$ cat config.mk
export PLATFORM = sky130hd
export DESIGN_NAME = decoder_scan_ctrl
export DESIGN_NICKNAME = d
export VERILOG_FILES = /design/src/rtl/decoder_scan_ctrl_pkg.sv /design/src/rtl/decoder_scan_ctrl_dwell_timer.sv /design/src/rtl/decoder_scan_ctrl.sv
export SDC_FILE = /design/constraint.sdc
export NUM_CORES = 1
export LEC_CHECK = 0
export CAP_MARGIN = 20
export CORE_AREA = 2 2 63 65
export CTS_CLUSTER_DIAMETER = 120
export DETAILED_ROUTE_END_ITERATION = 7
export DIE_AREA = 0 0 65 67
export GPL_TIMING_DRIVEN = 1
export HOLD_SLACK_MARGIN = 0.12
export PLACE_DENSITY_LB_ADDON = 0.05
export SYNTH_ARGS = -nofsm -noshare
export SYNTH_HDL_FRONTEND = slang
export SYNTH_HIERARCHICAL = 1
export SYNTH_SLANG_ARGS = --single-unit
$ cat constraint.sdc
create_clock -name clk -period 2.4 [get_ports clk]
set_clock_uncertainty 0.05 [all_clocks]
set_input_delay 0.24 -clock clk [delete_from_list [all_inputs] [get_ports clk]]
set_output_delay 0.24 -clock clk [all_outputs]
set_load 0.01 [all_outputs]
$ cat src/rtl/decoder_scan_ctrl_pkg.sv
// Shared encodings for the decoder scan family: FSM states, scan modes and
// the first select code of a sweep.
package decoder_scan_ctrl_pkg;

  typedef enum logic [1:0] {
    ST_IDLE = 2'b00,
    ST_RUN  = 2'b01,
    ST_DONE = 2'b10
  } scan_state_e;

  typedef enum logic [1:0] {
    MODE_CONT_UP   = 2'b00,
    MODE_CONT_DOWN = 2'b01,
    MODE_SINGLE_UP = 2'b10,
    MODE_RSVD      = 2'b11
  } scan_mode_e;

  localparam logic [1:0] SEL_LO = 2'b00;
  localparam logic [1:0] SEL_HI = 2'b11;

  // Reserved mode scans like continuous up, so only down starts high.
  function automatic logic [1:0] first_sel(input scan_mode_e m);
    logic [1:0] s;
    case (m)
      MODE_CONT_DOWN: s = SEL_HI;
      MODE_CONT_UP,
      MODE_SINGLE_UP,
      MODE_RSVD:      s = SEL_LO;
      default:        s = SEL_LO;
    endcase
    return s;
  endfunction

endpackage

$ cat src/rtl/decoder_scan_ctrl_dwell_timer.sv
// Dwell timer: counts 0..dwell while enabled and flags expiry on the last
// count; load (or reset) restarts it at 0.
module dwell_timer #(
  parameter int DWELL_W = 8
) (
  input  logic               clk,
  input  logic               rst_n,
  input  logic               load,
  input  logic               en,
  input  logic [DWELL_W-1:0] dwell,
  output logic               expire
);

  logic [DWELL_W-1:0] cnt_r;

  assign expire = en && (cnt_r == dwell);

  // Dwell counter, wraps to 0 on expiry.
  always_ff @(posedge clk) begin
    if (!rst_n) begin
      cnt_r <= {DWELL_W{1'b0}};
    end else if (load) begin
      cnt_r <= {DWELL_W{1'b0}};
    end else if (en) begin
      if (cnt_r == dwell) cnt_r <= {DWELL_W{1'b0}};
      else                cnt_r <= cnt_r + {{(DWELL_W-1){1'b0}}, 1'b1};
    end else begin
      cnt_r <= cnt_r;
    end
  end

endmodule

$ cat src/rtl/decoder_scan_ctrl.sv
// Scan controller stepping a 2-to-4 decoder select through its addresses,
// with per-address dwell, continuous/single sweeps and a deferred stop.
import decoder_scan_ctrl_pkg::*;

module decoder_scan_ctrl #(
  parameter int DWELL_W = 8,
  parameter int CNT_W   = 8
) (
  input  logic               clk,
  input  logic               rst_n,
  input  logic               start,
  input  logic               stop,
  input  logic [1:0]         mode,
  input  logic [DWELL_W-1:0] dwell,
  output logic [1:0]         sel,
  output logic               sel_valid,
  output logic               busy,
  output logic               done,
  output logic [CNT_W-1:0]   sweep_cnt
);

  localparam logic [CNT_W-1:0] CNT_MAX = {CNT_W{1'b1}};

  scan_state_e        state_r;
  scan_mode_e         mode_r;
  logic [DWELL_W-1:0] dwell_r;
  logic               stop_pend_r;
  logic [1:0]         sel_r;
  logic               sel_valid_r;
  logic               busy_r;
  logic               done_r;
  logic [CNT_W-1:0]   sweep_cnt_r;

  logic               tmr_en_s;
  logic               tmr_load_s;
  logic               expire_s;
  logic               down_s;
  logic               at_end_s;
  logic               single_s;
  logic               stop_eff_s;
  logic [1:0]         next_sel_s;
  logic [CNT_W-1:0]   cnt_inc_s;

  assign sel       = sel_r;
  assign sel_valid = sel_valid_r;
  assign busy      = busy_r;
  assign done      = done_r;
  assign sweep_cnt = sweep_cnt_r;

  assign tmr_en_s   = (state_r == ST_RUN);
  assign tmr_load_s = (state_r != ST_RUN);

  dwell_timer #(.DWELL_W(DWELL_W)) u_dwell_timer (
    .clk    (clk),
    .rst_n  (rst_n),
    .load   (tmr_load_s),
    .en     (tmr_en_s),
    .dwell  (dwell_r),
    .expire (expire_s)
  );

  // Sweep direction, end-of-sweep detection and saturating counter increment.
  always_comb begin
    down_s     = (mode_r == MODE_CONT_DOWN);
    single_s   = (mode_r == MODE_SINGLE_UP);
    stop_eff_s = stop_pend_r || stop;
    if (down_s) begin
      at_end_s   = (sel_r == SEL_LO);
      next_sel_s = sel_r - 2'b01;
    end else begin
      at_end_s   = (sel_r == SEL_HI);
      next_sel_s = sel_r + 2'b01;
    end
    if (sweep_cnt_r == CNT_MAX) cnt_inc_s = sweep_cnt_r;
    else                        cnt_inc_s = sweep_cnt_r + {{(CNT_W-1){1'b0}}, 1'b1};
  end

  // Scan FSM with registered outputs.
  always_ff @(posedge clk) begin
    if (!rst_n) begin
      state_r     <= ST_IDLE;
      mode_r      <= MODE_CONT_UP;
      dwell_r     <= {DWELL_W{1'b0}};
      stop_pend_r <= 1'b0;
      sel_r       <= SEL_LO;
      sel_valid_r <= 1'b0;
      busy_r      <= 1'b0;
      done_r      <= 1'b0;
      sweep_cnt_r <= {CNT_W{1'b0}};
    end else begin
      case (state_r)
        ST_IDLE: begin
          stop_pend_r <= 1'b0;
          done_r      <= 1'b0;
          if (start && !stop) begin
            state_r     <= ST_RUN;
            mode_r      <= scan_mode_e'(mode);
            dwell_r     <= dwell;
            sel_r       <= first_sel(scan_mode_e'(mode));
            sel_valid_r <= 1'b1;
            busy_r      <= 1'b1;
            sweep_cnt_r <= {CNT_W{1'b0}};
          end else begin
            sel_r       <= SEL_LO;
            sel_valid_r <= 1'b0;
            busy_r      <= 1'b0;
          end
        end
        ST_RUN: begin
          if (expire_s) begin
            // A single sweep ending together with a stop yields one DONE entry.
            if ((single_s && at_end_s) || stop_eff_s) begin
              state_r     <= ST_DONE;
              done_r      <= 1'b1;
              sel_valid_r <= 1'b0;
              busy_r      <= 1'b0;
              stop_pend_r <= 1'b0;
              if (single_s && at_end_s) sweep_cnt_r <= cnt_inc_s;
              else                      sweep_cnt_r <= sweep_cnt_r;
            end else begin
              sel_r <= next_sel_s;
              if (at_end_s) sweep_cnt_r <= cnt_inc_s;
              else          sweep_cnt_r <= sweep_cnt_r;
            end
          end else if (stop) begin
            stop_pend_r <= 1'b1;
          end else begin
            stop_pend_r <= stop_pend_r;
          end
        end
        ST_DONE: begin
          state_r     <= ST_IDLE;
          done_r      <= 1'b0;
          sel_r       <= SEL_LO;
          sel_valid_r <= 1'b0;
          busy_r      <= 1'b0;
          stop_pend_r <= 1'b0;
        end
        default: begin
          state_r     <= ST_IDLE;
          done_r      <= 1'b0;
          sel_r       <= SEL_LO;
          sel_valid_r <= 1'b0;
          busy_r      <= 1'b0;
          stop_pend_r <= 1'b0;
        end
      endcase
    end
  end

endmodule

# Word level (Yosys, flattened, before mapping)
# Index checks and enable logic that the tools add are counted.
# W data, S select, Z words.
# classes
n_addsub	4
eq_ne	17
n_mux	25
bitwise	1
n_reduce_logical	21
# op_table
op	n
$mux W8	7
$add A8 B1 Y8 const B	2
$pmux W8 S2	1
$mux W2	7
$pmux W2 S2	3
$reduce_and A2 Y1	6
$eq A2 B2 Y1 const B	4
$eq A8 B8 Y1	1
$eq A8 B8 Y1 const B	1
$ne A2 B2 Y1 const B	4
$eq A2 B1 Y1 const B	3
$logic_not A2 Y1	3
$mux W1	6
$ne A3 B3 Y1 const B	2
$reduce_and A5 Y1	1
$ne A2 B1 Y1 const B	2
$reduce_bool A2 Y1	2
$logic_and A1 B1 Y1	3
$reduce_and A3 Y1	1
$reduce_or A3 Y1	1
$add A2 B1 Y2 const B	1
$logic_or A1 B1 Y1	2
$pmux W1 S2	1
$reduce_or A2 Y1	1
other kinds (3)	3
# word_totals
reg_bits	33
input_bits	14
out_inout_bits	13
wordCells	77

# Logic depth before layout (Yosys ltp)
# Gate-level depths: netlist of the first run.
# logic_depth
depth_word	7
mapped_depth	9
ltp_nobuf	8

# By module
# The synthesis of the first run kept the hierarchy.
# by_module_without_submodules
mod	n_inst	cells_per_inst	area_per_inst_um2	seq_area_each_um2
decoder_scan_ctrl	1	152	1241.2	500.5
dwell_timer	1	49	445.4	160.2

# Worst setup path before layout of the first run
# No wires, ideal clock.
# synth_timing
path_kind	register to register
start	register state_r[1]
end	register sweep_cnt_r[7], in the netlist sweep_cnt[7]
setup_time_ns	0.060
t_arrival_ns	2.209
t_required_ns	2.290
path_slack_ns	0.080
stages_incl_launch_ff	10
path_buffers	1
period_less_slack_ns	2.320
path_cell_list	dfxtp_1 -> nand2b_1 -> inv_2 -> buf_2 -> nand2_1 -> nor3_1 -> nand2_1 -> or4_1 -> a2bb2oi_1 -> nand2_1
# synth_via
elab_chain_len	4
elab_cells_between_ends	10
classes_between	eq/ne (5); mux (1); reduce/logical (4)
# synth_rtl
element	line_no	rtl
from (decl)	decoder_scan_ctrl.sv:24	scan_state_e state_r;
from (signal assigned)	decoder_scan_ctrl.sv:81	state_r <= ST_IDLE;
from (signal assigned)	decoder_scan_ctrl.sv:96	state_r <= ST_RUN;
from (signal assigned)	decoder_scan_ctrl.sv:113	state_r <= ST_DONE;
$eq A2 B1 Y1	decoder_scan_ctrl.sv:50	assign tmr_en_s = (state_r == ST_RUN);
net tmr_en_s	decoder_scan_ctrl.sv:34	logic tmr_en_s;
$logic_and A1 B1 Y1	decoder_scan_ctrl_dwell_timer.sv:16	assign expire = en && (cnt_r == dwell);
net expire_s	decoder_scan_ctrl.sv:36	logic expire_s;
$ne A2 B2 Y1 (no line)	n/a	
$reduce_and A5 Y1 (no line)	n/a	
to (signal assigned)	decoder_scan_ctrl.sv:89	sweep_cnt_r <= {CNT_W{1'b0}};
to (signal assigned)	decoder_scan_ctrl.sv:102	sweep_cnt_r <= {CNT_W{1'b0}};
to (signal assigned)	decoder_scan_ctrl.sv:118	if (single_s && at_end_s) sweep_cnt_r <= cnt_inc_s;
to (decl)	decoder_scan_ctrl.sv:32	logic [CNT_W-1:0] sweep_cnt_r;
# The timed path passes the listed nets, and every way through them passes these cells.
# A chain may end at the register's enable or synchronous reset.

# Final worst setup path of the first run
# Ends and elaborated chain as after synthesis.

==> results_dict.tcl, run 1 <==
set metrics [dict create \
    status "completed" \
    cts_setup_buffers 0 \
    synth_seq_cells 33 \
    critPathMaxFanout 5 \
    cp-start-kind "flop" \
    pin_count 27 \
    fillers 352 \
    clock_latency_ps 280 \
    hold_viol 0 \
    syn2layout_area_growth_pct 24.78 \
    powerDensity_nw_per_um2 524.2 \
    syn_nets 217 \
    cts_tree "built" \
    tightest_slew_ps 492.8 \
    grt_max_degree 15 \
    synthArstFlopShare_pct 0 \
    synth_top_family_by_area "simple AND/OR/NAND/NOR gates" \
    setup_viol 0 \
    ys.flop_type "dfxtp_1" \
    yosysWarningCount 6 \
    avgSynthCellArea_sq_um 8.391 \
    cp-end-kind "flop" \
    cts_buffer_depth 2 \
    grt_pass1_vias 1475 \
    nets 251 \
    utilization_pct 58.36 \
    period_minus_slack_ps 2135 \
    synth_enable_flop_cells 0 \
    p_leak_nw 0.7538 \
    path_class "flop to flop" \
    fp.dieArea_sq_um 4355 \
    max_freq_ghz 0.4684 \
    syn-cell-area_sq_um 1687 \
    crit_arrival_ps 2310 \
    peakVddDrop_uv 254.2 \
    synth-xor-area-share_pct 8.828 \
    initial_core_util_pct 46.77 \
    drcViolationCount 0 \
    slew_headroom_pct 67.06 \
    routedWlPerCell_microns 13.01 \
    die_h_microns 67 \
    rows 22 \
    cts_root_buf "clkbuf_8" \
    min-delay-start "done" \
    grt_pass1_wl_microns 6451 \
    via_per_inst 5.363 \
    drive_above_1_share_pct 8.475 \
    hp-class "flop to flop" \
    cap_violations 0 \
    routabilityCongestion 0.8495 \
    ant_nets 0 \
    rr_startpoint "state_r[1]" \
    yosys.area_share.simple_pct 27.08 \
    synth-compound-area-share_pct 17.58 \
    maxSlewViolCount 0 \
    antenna_found_initial 0 \
    synth_fa_ha_area_share_pct 1.484 \
    yosysSeqAreaShare_pct 39.17 \
    track_usage_pct 19.02 \
    dieWidth_microns 65 \
    netlist_instances 201 \
    fin_tns_setup_ps 0 \
    cts-resized-gates 0 \
    totalPowerFinal_mw 1.103 \
    dr.pass1.iters 4 \
    rsz0062_at_grt "false" \
    cts-buffers-inserted 5 \
    first_iter_violations 58 \
    min_period_over_period_pct 88.95 \
    htreeDepth 2 \
    yosysUniqueCellTypes 48 \
    dp_hpwl_microns 2816 \
    numClockSinks 33 \
    grt_overflow 0 \
    startpoint "state_r[1]" \
    clk_pin_slew_ps 70 \
    ctsHoldBuffers 0 \
    wl_microns 3694 \
    core_sq_um 3606 \
    antenna_cells_inserted 0 \
    synthMuxAreaShare_pct 1.780 \
    io_buffers 26 \
    required_ps 2580 \
    routed-via-count 1523 \
]
==> registers in the layout (all words and copies together), names as in the netlist <==
signal and cells:
dwell_r 8, sweep_cnt 8, u_dwell_timer/cnt_r 8, mode_r 2, sel 2, state_r 2
busy 1, done 1, stop_pend_r 1
==> cells in the mapped netlist, types with 2 or more instances <==
cell       n  area share [%]
nand2_1   40             8.9
dfxtp_1   33              39
a21oi_1   16             4.7
nor2_1    16             3.6
xnor2_1   13             6.8
inv_1      6             1.3
nand4_1    6             2.2
a211o_1    5             2.6
nand2b_1   5             1.9
a41oi_1    4             2.1
nand3_1    4             1.2
nor4_1     4             1.5
xor2_1     4             2.1
a31oi_1    3             1.1
clkbuf_1   3            0.67
mux2i_1    3             1.8
nor3_1     3            0.89
buf_4      2            0.89
ha_1       2             1.5
==> cells by family after synthesis <==
| logic type | count (synthesis) |
|---|---|
| adder cells (fa/ha/maj) | 2 |
| AND/OR/NAND/NOR | 92 |
| multiplexers | 3 |
| XOR/XNOR | 17 |
| buffers and inverters | 14 |
| flip-flops | 33 |
| AO/OA/AOI/OAI | 40 |
==> power by group <==
group | internal (mW) | leakage [nW] | switching (mW)
registers | 0.561 | 0.267 | 0.0132
clock network | 0.206 | 0.0395 | 0.188
logic | 0.0666 | 0.447 | 0.0683
==> worst paths after layout <==
kind,slack [ps],cells past startpoint,end
setup reg to reg,270,8,sweep_cnt[7]
hold / removal,400,2,done
setup / recovery,270,8,sweep_cnt[7]
hold reg to reg,400,2,done
==> worst max-delay path: stages, from the launching register on <==
cell	delay (ps)
dfxtp_1	350
nand2b_1	230
inv_2	80
nand2_1	90
nor3_1	390
nand2_1	180
or4_1	500
a2bb2oi_1	140
nand2_1	70
==> routing by layer <==
metal  share of wire, %  global-route usage (%)
met1                 46                   23.01
met3                3.7                   4.392
met4                1.4                   6.915
met5                  0                       0
met2                 49                   32.86
==> final cells by class <==
type                    count  area (sq um)  share of cell area, %
clock buffers               8         80.08                  3.805
inverters                   7         26.28                  1.249
multi-input cells         154         957.2                  45.48
flip-flops and latches     33         660.6                  31.39
well taps                  48         60.06                  2.854
repair buffers             34         320.3                  15.22
==> placed cells by master, fill, tap and decap left out, types with 2 or more instances in the layout <==
cell type        instances
buf_4                    8
mux2i_1                  3
clkbuf_1                 3
nor4_1                   4
clkbuf_8                 5
inv_1                    6
a41oi_1                  4
dfxtp_1                 33
clkdlybuf4s50_1         26
nand3_1                  4
ha_1                     2
nor3_1                   3
xnor2_1                 13
a211o_1                  5
xor2_1                   4
nand2_1                 40
a21oi_1                 16
nand4_1                  6
a31oi_1                  3
nand2b_1                 5
nor2_1                  16
==> per-stage QoR <==
step	instances	instance area [sq um]	hold slack (ps)	setup WS, ps
finish	284	2105	402.0	265.1
global route	284	2105	429.1	161.9
CTS	284	2105	405.7	263.7
detailed placement	276	2024	396.2	120.6
global placement	276	2024	394.5	166.4
floorplan	201	1687	317.9	80.31
(Power assumes the default switching activity.)
==> inputs of run 2 (changes only) <==
- CAP_MARGIN: 20 -> default
==> results of run 2 <==
Same layout as run 1: the final DEF is identical, and so are final timing and power.
